### src/rtl/prefix_adder_pipe.sv
// prefix_adder_pipe: pipelined Sklansky parallel-prefix adder with a valid/ready
// handshake on both sides. Level 0 forms per-bit p/g/x, levels 1..log2(WIDTH)
// build the prefix carries, and the last level also forms y/cout/ovf. Register
// stages are spread over those levels with the final register at the output.
// Optional feature macro: PREFIX_ADDER_SUB_EN adds the op_sub port (y = a - b).
module prefix_adder_pipe #(
  parameter int WIDTH  = 32,
  parameter int STAGES = 2
) (
  input  logic             clk,
  input  logic             rst_n,
  input  logic             in_valid,
  output logic             in_ready,
  input  logic [WIDTH-1:0] a,
  input  logic [WIDTH-1:0] b,
  input  logic             cin,
`ifdef PREFIX_ADDER_SUB_EN
  input  logic             op_sub,
`endif
  output logic             out_valid,
  input  logic             out_ready,
  output logic [WIDTH-1:0] y,
  output logic             cout,
  output logic             ovf
);

  localparam int LOG   = $clog2(WIDTH);
  localparam int NL    = LOG + 1;
  localparam int BASE  = NL / STAGES;
  localparam int EXTRA = NL % STAGES;

  // Per-bit prefix state carried between levels; c is the carry-in, kept for bit 0's sum.
  typedef struct packed {
    logic [WIDTH-1:0] x;
    logic [WIDTH-1:0] p;
    logic [WIDTH-1:0] g;
    logic             c;
  } pg_t;

  // Last logic level of stage s; the first EXTRA stages take one extra level.
  function automatic int stage_end(input int s);
    int n;
    n = (s + 1 < EXTRA) ? s + 1 : EXTRA;
    return (s + 1) * BASE + n - 1;
  endfunction

  // Stage that owns logic level l.
  function automatic int level_stage(input int l);
    int r;
    r = STAGES - 1;
    for (int s = STAGES - 1; s >= 0; s--) begin
      if (l <= stage_end(s)) r = s;
    end
    return r;
  endfunction

  // True when a register boundary follows logic level l.
  function automatic bit is_end(input int l);
    return l == stage_end(level_stage(l));
  endfunction

  // Level 0: propagate/generate/half-sum per bit. The carry-in is folded into
  // bit 0's generate so that every later G[i] is the group generate G[i:-1].
  function automatic pg_t incell(input logic [WIDTH-1:0] op_a,
                                 input logic [WIDTH-1:0] op_b,
                                 input logic             c_in);
    pg_t r;
    r.x    = op_a ^ op_b;
    r.p    = op_a | op_b;
    r.g    = op_a & op_b;
    r.g[0] = r.g[0] | (r.p[0] & c_in);
    r.c    = c_in;
    return r;
  endfunction

  // Sklansky level k: the upper half of each 2^k block combines with the last
  // bit of the lower half. Group propagates that reach bit 0 are never read
  // again, so those cells reduce to gray cells once unused p terms are trimmed.
  function automatic pg_t prefix_level(input pg_t d, input int k);
    pg_t r;
    int  blk;
    int  half;
    int  j;
    r    = d;
    blk  = 1 << k;
    half = blk >> 1;
    for (int i = 0; i < WIDTH; i++) begin
      if ((i % blk) >= half) begin
        j      = (i / blk) * blk + half - 1;
        r.g[i] = d.g[i] | (d.p[i] & d.g[j]);
        r.p[i] = d.p[i] & d.p[j];
      end
    end
    return r;
  endfunction

  // Sum stage: y[i] = x[i] ^ G[i-1:-1]; ovf compares carries into and out of the MSB.
  function automatic logic [WIDTH+1:0] sum_out(input pg_t d);
    logic [WIDTH-1:0] carry;
    carry = {d.g[WIDTH-2:0], d.c};
    return {d.g[WIDTH-1] ^ d.g[WIDTH-2], d.g[WIDTH-1], d.x ^ carry};
  endfunction

  logic [WIDTH-1:0] b_eff;
  logic             cin_eff;

`ifdef PREFIX_ADDER_SUB_EN
  // Subtraction is a + ~b + 1; the external carry-in is ignored.
  assign b_eff   = op_sub ? ~b : b;
  assign cin_eff = op_sub | cin;
`else
  assign b_eff   = b;
  assign cin_eff = cin;
`endif

  logic [STAGES-1:0] vld_p;
  logic [STAGES-1:0] vld_in;
  logic [STAGES-1:0] acc;
  logic [STAGES-1:0] load;

  // Stage s can accept when it or any stage after it is empty, or the output drains.
  always_comb begin
    logic chain;
    chain     = out_ready;
    vld_in[0] = in_valid;
    for (int s = 1; s < STAGES; s++) begin
      vld_in[s] = vld_p[s-1];
    end
    for (int s = STAGES - 1; s >= 0; s--) begin
      chain  = chain | ~vld_p[s];
      acc[s] = chain;
    end
    load = acc & vld_in;
  end

  assign in_ready  = acc[0];
  assign out_valid = vld_p[STAGES-1];

  // Stage valid bits advance whenever the stage accepts; in-flight beats are dropped on reset.
  always_ff @(posedge clk or negedge rst_n) begin
    if (!rst_n) begin
      vld_p <= '0;
    end else begin
      vld_p <= (acc & vld_in) | (~acc & vld_p);
    end
  end

  pg_t lvl_in  [1:NL-1];
  pg_t lvl_out [NL];

  assign lvl_out[0] = incell(a, b_eff, cin_eff);

  for (genvar l = 1; l < NL; l++) begin : g_lvl
    assign lvl_out[l] = prefix_level(lvl_in[l], l);

    if (is_end(l - 1)) begin : g_reg
      pg_t pg_p;

      // Stage boundary after level l-1: payload loads only with a valid beat moving in.
      always_ff @(posedge clk) begin
        if (load[level_stage(l - 1)]) begin
          pg_p <= lvl_out[l-1];
        end
      end

      assign lvl_in[l] = pg_p;
    end else begin : g_wire
      assign lvl_in[l] = lvl_out[l-1];
    end
  end

  // Output stage boundary: result registers hold while the consumer stalls.
  always_ff @(posedge clk or negedge rst_n) begin
    if (!rst_n) begin
      {ovf, cout, y} <= '0;
    end else if (load[STAGES-1]) begin
      {ovf, cout, y} <= sum_out(lvl_out[NL-1]);
    end
  end

endmodule

### config.mk
export PLATFORM = sky130hd
export DESIGN_NAME = prefix_adder_pipe
export DESIGN_NICKNAME = d
export VERILOG_FILES = /design/src/rtl/prefix_adder_pipe.sv
export SDC_FILE = /design/constraint.sdc
export NUM_CORES = 1
export LEC_CHECK = 0
export ABC_CLOCK_PERIOD_IN_PS = 4100
export BUFFER_PORTS_ARGS = -buffer_cell sky130_fd_sc_hd__buf_2
export CAP_MARGIN = 0
export CORE_MARGIN = 2
export CORE_UTILIZATION = 55
export DETAILED_ROUTE_END_ITERATION = 7
export PLACE_DENSITY_LB_ADDON = 0.15
export SYNTH_ARGS = -nofsm -noshare
export SYNTH_HDL_FRONTEND = slang
export SYNTH_SLANG_ARGS = --single-unit
### constraint.sdc
create_clock -name clk -period 4.1 [get_ports clk]
set_input_delay 0.205 -clock clk [delete_from_list [all_inputs] [get_ports clk]]
set_output_delay 0.205 -clock clk [all_outputs]
set_load 0.005 [all_outputs]
# After elaboration in Yosys (flattened, before gate mapping)
# Cells that the tools add are included.
[word_totals]
register_bits = 133
inputBits = 69
output_inout_bits = 36
word_cells = 235
[op_classes]
n_bitwise = 227
[op_table]
columns = ["operator", "count"]
rows = [
  ["1-bit AND", 133],
  ["1-bit OR", 83],
  ["32-bit XOR", 2],
  ["32-bit AND", 1],
  ["32-bit OR", 1],
  ["2-bit AND", 2],
  ["1-bit NOT", 2],
  ["2-bit NOT", 1],
  ["2-bit OR", 1],
  ["1-bit XOR", 1],
]

# Longest topological paths before layout
# Gate-level depths: netlist of run 1.
[depth]
word_depth = 7
mapped_depth = 7
mapped_depth_nobuf = 7

# Least setup slack after synthesis of run 1
# OpenSTA, ideal clock, no wires.
[synth_path]
path_kind = "reg-to-reg"
start = "reg with a tool-made name"
end = "reg g_lvl[3].g_reg.pg_p[0] in the netlist's numbering (enable)"
setup_ns = 0.462
arrival_time_ns = 2.795
required_time_ns = 3.638
setup_slack_ns = 0.842
path_stages_with_launch = 4
path_buffers = 0
cell_sequence = "dfrtp_1 nor2b_1 nand2_1 and2_1"
[synth_lines]
columns = ["item", "line", "source"]
rows = [
  ["end signal: assignment", "162", "pg_p <= lvl_out[l-1];"],
  ["end: declaration", "157", "pg_t pg_p;"],
]

==> results.yml, run 1 <==
drt:
  wl_um: 10500
  drtIter0Drc: 160
  viasPerCell: 4.93
  avgRoutedWirePerCell_um: 13.5
  firstDrtPassIters: 6
  drc_errors: 0
  vias: 3854
  ant_nets: 0
global_route:
  grt_use_total: 0.194
  grt_pass1_vias: 3873
  grt_max_degree: 78
  grt_pass1_wl_um: 17400
  antenna_found_initial: 0
  grt_remaining_overflow: 0
clocking:
  cts_made_buffers: 17
  tritoncts_num_sinks: 129
  cts_tree: "built"
  cts_setup_buffers: 0
  cts_resized: 0
  clk_pin_slew_worst_paths_ps: 50
  clock_path_buffers: 2
  htreeDepth: 4
  ctsHoldBuffers: 3
  clockRootBuffer: "clkbuf_8"
  clk_latency_ps: 510
yosys:
  syn_nets: 640
  ys_seq_area_frac: 0.601
  syn_area_per_cell_um2: 12.1
  syn-instance-count: 507
  yosysWarnings: 0
  syn-cell-area_um2: 6140
  synthDistinctLibCells: 33
  yosys_register_bits: 129
place:
  portBuffers: 104
  pre_cts_slack_ps: 1930
  gp_congestion: 0.755
  hpwl_um: 7520
setup_path:
  cp.arrival_ps: 2350
  endpoint_kind: "flop"
  reg2reg_depth: 4
  regToRegSetupSlack_ps: 1940
  criticalPathCategory: "flop to flop"
  worstSetupStartpointType: "flop"
  critPathMaxFanout: 77
  timing.rr.end: "g_lvl[3].g_reg.pg_p[40]$_DFFE_PP_"
  cp.required_ps: 4290
worst_hold_path:
  worstHoldStart: "out_ready"
  hold_class: "input port to flop"
  hold_depth: 4
run:
  drv_cap: 0
floorplan:
  core_um2: 10900
  die_w_um: 110
  fp.dieH_um: 110
  rows: 38
  die-area_um2: 12000
  floorplan.initialDensity: 0.564
  io_pins: 105
pwr:
  ir_drop_mv: 0.267
  sw_frac_of_total: 0.242
  intPower_uw: 2540
  p_comb_frac: 0.131
  p_leak_uw: 0.00347
  power_frac_seq: 0.494
  switchingPower_uw: 812
  powerDensity_nw_per_um2: 456
  clkPwrFrac: 0.375
cells_and_area:
  layout_common_cells: "buf_2 (104), inv_1 (99), edfxtp_1 (93)"
  diodes: 0
  final_layout_size_suffix_gt1_frac: 0.214
  syn2layout_area_growth_pct: 19.8
  layout.nets: 761
  final_common_cell: "buf_2"
  final_util: 0.676
sta:
  tightest_slew_ps: 993
  timing.final.crit_share: 0.526
  max_freq_mhz: 464
  period_needed_ps: 2160
  finalSetupTns_ps: 0
  hold_viol: 0
  setup_violations: 0
  drv_slew: 0
  relSlewSlack: 0.338
  grt_setup_unrepaired: "false"
  postLayoutSetupSlackWorst_ps: 1940
  skew_ps: 8.53
status:
  status: "finished, final reports clean"
-- worst max path at each step --
stage	cells past startpoint	slack (ps)	end
CTS	4	1930	g_lvl[3].g_reg.pg_p[40]$_DFFE_PP_
global placement	4	1990	g_lvl[3].g_reg.pg_p[2]$_DFFE_PP_
finish	4	1940	g_lvl[3].g_reg.pg_p[40]$_DFFE_PP_
global route	4	1800	g_lvl[3].g_reg.pg_p[40]$_DFFE_PP_
detailed placement	4	1930	g_lvl[3].g_reg.pg_p[3]$_DFFE_PP_
floorplan	3	840	g_lvl[3].g_reg.pg_p[0]$_DFFE_PP_
-- power by group through the flow --
stage,clock [uW],sequential [uW],combinational (uW)
after floorplan,0,1680,238
after global placement,0,1680,426
after detailed placement,0,1680,443
after CTS,1290,1660,450
after global routing,1350,1670,509
final,1260,1660,440
-- layer usage --
layer | GRT usage | share of wire | up-vias
met5 | 0 | 0 | -
met4 | 0.0814 | 0.0076 | 0
met3 | 0.0510 | 0.046 | 8
met2 | 0.330 | 0.51 | 87
met1 | 0.234 | 0.44 | 1799
li1 | - | - | 1960
-- cell families (layout without fill, tap and decap cells) --
family	after synthesis	in the layout	synth area share
simple gates	79	79	0.0581
xor+xnor	28	28	0.0399
flops	129	129	0.601
fa+ha+maj	64	64	0.130
buf+inv	106	240	0.0652
compound gates	101	101	0.105
-- state kept, by name, summed over array words and instances, names as in the netlist, named ones only --
name	count
cout	1
g_lvl.g_reg.pg_p	93
y	32
ovf	1
-- layout make-up --
| type | count | area [um^2] |
|---|---|---|
| Clock buffer | 25 | 464 |
| Clock inverter | 7 | 35.0 |
| Fill cell | 832 | 3530 |
| Inverter | 99 | 372 |
| Multi-Input combinational cell | 272 | 2050 |
| Sequential cell | 129 | 3690 |
| Tap cell | 140 | 175 |
| Timing Repair Buffer | 109 | 566 |
-- worst max-delay path: stages, from the launching register on --
cell and delay (ps):
dfrtp_1 360, nor2b_1 150, nand2_1 110, and2_4 810, buf_4 380
-- per-stage QoR --
| stage | power (uW) | std cells | hold slack (ps) | instance area, um^2 |
|---|---|---|---|---|
| final | 3350 | 781 | 40.0 | 7360 |
| after global routing | 3530 | 781 | 43.0 | 7360 |
| after CTS | 3400 | 781 | 10.0 | 7360 |
| after detailed placement | 2130 | 746 | 387 | 6830 |
| after global placement | 2100 | 746 | 366 | 6830 |
| after floorplan | 1920 | 507 | -90.6 | 6140 |
-- synth_stat cells --
cell,instances,share of area
xor2_1,18,0.026
inv_1,99,0.061
nor4_1,7,0.0071
and2_1,1,0.0010
a21o_1,11,0.013
a41oi_1,1,0.0014
xnor2_1,10,0.014
o21bai_1,8,0.0098
nand4_1,1,0.0010
nor3_1,13,0.011
a31oi_1,3,0.0031
nand3_1,1,0.00081
a21oi_1,22,0.018
a21boi_0,1,0.0012
or2_2,3,0.0031
edfxtp_1,93,0.45
o211ai_1,1,0.0012
o21ai_0,30,0.024
ha_1,64,0.13
a211oi_4,1,0.0033
o21ai_1,3,0.0024
nor2_1,13,0.0079
clkbuf_1,5,0.0031
buf_2,2,0.0016
o31ai_4,1,0.0035
nor2b_1,1,0.0010
o31ai_1,6,0.0073
nand2_1,36,0.022
dfrtp_1,36,0.15
a211oi_1,1,0.0012
and4_1,1,0.0014
o21a_1,12,0.015
nand2b_1,2,0.0020
(Power assumes the default switching activity.)
==> inputs of run 2 (changes only) <==
- ABC_CLOCK_PERIOD_IN_PS: 4100 -> 2100
- clock period: 4.1 -> 2.1 ns (I/O delays scaled with it)
==> run 2 against run 1 <==
  * Hold slack lost 14 ps
  * Via count grew 9.8%
  * Largest cell class unchanged
  * Cell count grew 10%
  * Register-to-register slack lost 1700 ps
  * Non-clock buffer count grew 80
  * Wire length grew 14%
  * Critical path depth grew 4
  * Clock skew shrank 1.8 ps
  * Clock power grew 130%
  * Largest power group unchanged
  * Sequential power grew 95%
  * Die area is the same
  * Cell area grew 12%
==> results.yml, run 2 (synthesis results as in run 1) <==
cells_and_area:
  layout.nets: 841
  layout_common_cells: "buf_2 (104), inv_1 (99), edfxtp_1 (93)"
  instances_no_fill: 861
  fillers: 719
  diodes: 0
  largest_register_ffs: 93
  final_layout_size_suffix_gt1_frac: 0.194
  syn2layout_area_growth_pct: 34.6
  final_common_cell: "buf_2"
  postLayoutCellArea_um2: 8260
  multiInputGateArea_um2: 2050
  regArea_um2: 3690
  top_register: "g_lvl.g_reg.pg_p"
clocking:
  ctsHoldBuffers: 81
  clk_latency_ps: 520
  clockRootBuffer: "clkbuf_8"
  cts_resized: 0
  tritoncts_num_sinks: 129
  cts_tree: "built"
  cts_made_buffers: 17
  htreeDepth: 4
  cts_setup_buffers: 0
  clock_path_buffers: 2
  clk_pin_slew_worst_paths_ps: 50
global_route:
  use_met3: 0.0557
  grt_use_total: 0.217
  antenna_found_initial: 0
  grt_max_degree: 69
  grt_use_met2: 0.378
  grt_pass1_vias: 4319
  grt_pass1_wl_um: 19400
  grt.busiest_layer: "met2"
  grt_remaining_overflow: 0
  grtUsageMet1: 0.258
setup_path:
  criticalPathCategory: "input port to flop"
  endpoint_kind: "flop"
  cp.arrival_ps: 2230
  r2r-start: "g_lvl[3].g_reg.pg_p[4]$_DFFE_PP_"
  worstSetupStartpointType: "input port"
  critPathMaxFanout: 2
  reg2reg_depth: 5
  startpoint: "b[0]"
  crit_slowest_cell: "dlygate4sd3_1"
  crit_buf_inv: 3
  cp.depth: 8
  cp.required_ps: 2370
  regToRegSetupSlack_ps: 280
  timing.rr.end: "y[28]$_DFFE_PN0P_"
  cpPeakStageDelay_ps: 550
  path_delay_family: "buffers and inverters"
  crit_chain: "dlygate4sd3_1 > buf_2 > ha_1 > dlygate4sd3_1 > a21oi_1 > o21bai_1 > a21o_1 > a21o_1"
  critPathCapture: "g_lvl[3].g_reg.pg_p[4]$_DFFE_PP_"
floorplan:
  rows: 38
  fp.dieH_um: 110
  die-area_um2: 12000
  io_pins: 105
  core_um2: 10900
  die_w_um: 110
  floorplan.initialDensity: 0.564
place:
  hpwl_um: 7900
  place_area_um2: 6880
  gp_congestion: 0.783
  placed_cells: 748
  portBuffers: 104
worst_hold_path:
  hold_class: "input port to flop"
sta:
  finalSetupTns_ps: 0
  hold_viol: 0
  grt_setup_unrepaired: "false"
  timing.final.crit_share: 0.933
  period_needed_ps: 1960
  tightest_slew_ps: 891
  skew_ps: 6.69
  relSlewSlack: 0.406
  drv_slew: 0
  max_freq_mhz: 510
  holdWs_ps: 26.4
  setup_violations: 0
drt:
  viasPerCell: 4.92
  ant_nets: 0
  vias: 4233
  avgRoutedWirePerCell_um: 13.9
  wl_um: 12000
  drtIter0Drc: 210
  drc_errors: 0
  firstDrtPassIters: 4
pwr:
  p_leak_uw: 0.00387
  ir_drop_mv: 0.486
  powerDensity_nw_per_um2: 861
run:
  drv_cap: 0
status:
  status: "finished, final reports clean"
[run 2: worst min-delay path, cell delays in order]
cell and delay (ps):
buf_2 110, ha_1 140, a21o_1 70
[run 2: where the power goes]
group,internal [uW],switching [uW],leakage (uW)
combinational,526,511,0.00226
sequential,3080,156,0.00133
clock,1860,976,0.000282
[run 2: area by class of cell]
| class | instances | share of cell area |
|---|---|---|
| multi-input cells | 272 | 0.248 |
| well taps | 140 | 0.0212 |
| inverters | 99 | 0.0450 |
| repair buffers | 189 | 0.169 |
| clock buffers | 25 | 0.0562 |
| clock inverters | 7 | 0.0132 |
| flip-flops and latches | 129 | 0.447 |
[run 2: how the worst min path moves through the flow]
stage	startpoint	end	slack [ps]	cells after the start
2_1_floorplan	rst_n	async pin	-190	0
3_3_place_gp	rst_n	y[12]$_DFFE_PN0P_	270	1
3_5_place_dp	rst_n	y[12]$_DFFE_PN0P_	280	1
4_1_cts	a[11]	g_lvl[3].g_reg.pg_p[12]$_DFFE_PP_	3	3
5_1_grt	a[13]	g_lvl[3].g_reg.pg_p[14]$_DFFE_PP_	20	4
6_report	a[11]	g_lvl[3].g_reg.pg_p[12]$_DFFE_PP_	30	3
[run 2: stage by stage]
stage | util | setup WS, ps | total power, uW
final | 0.759 | 141 | 7110
after global routing | 0.759 | 116 | 7470
after CTS | 0.759 | 199 | 7160
after detailed placement | 0.632 | 290 | 4180
after global placement | 0.632 | 322 | 4130
after floorplan | - | 350 | 3740
[run 2: routing by layer]
metal / vias to the layer above / wire length, um
met5: - / 0
met4: 0 / 173
met3: 15 / 470
met2: 111 / 6180
met1: 1991 / 5130
li1: 2116 / -
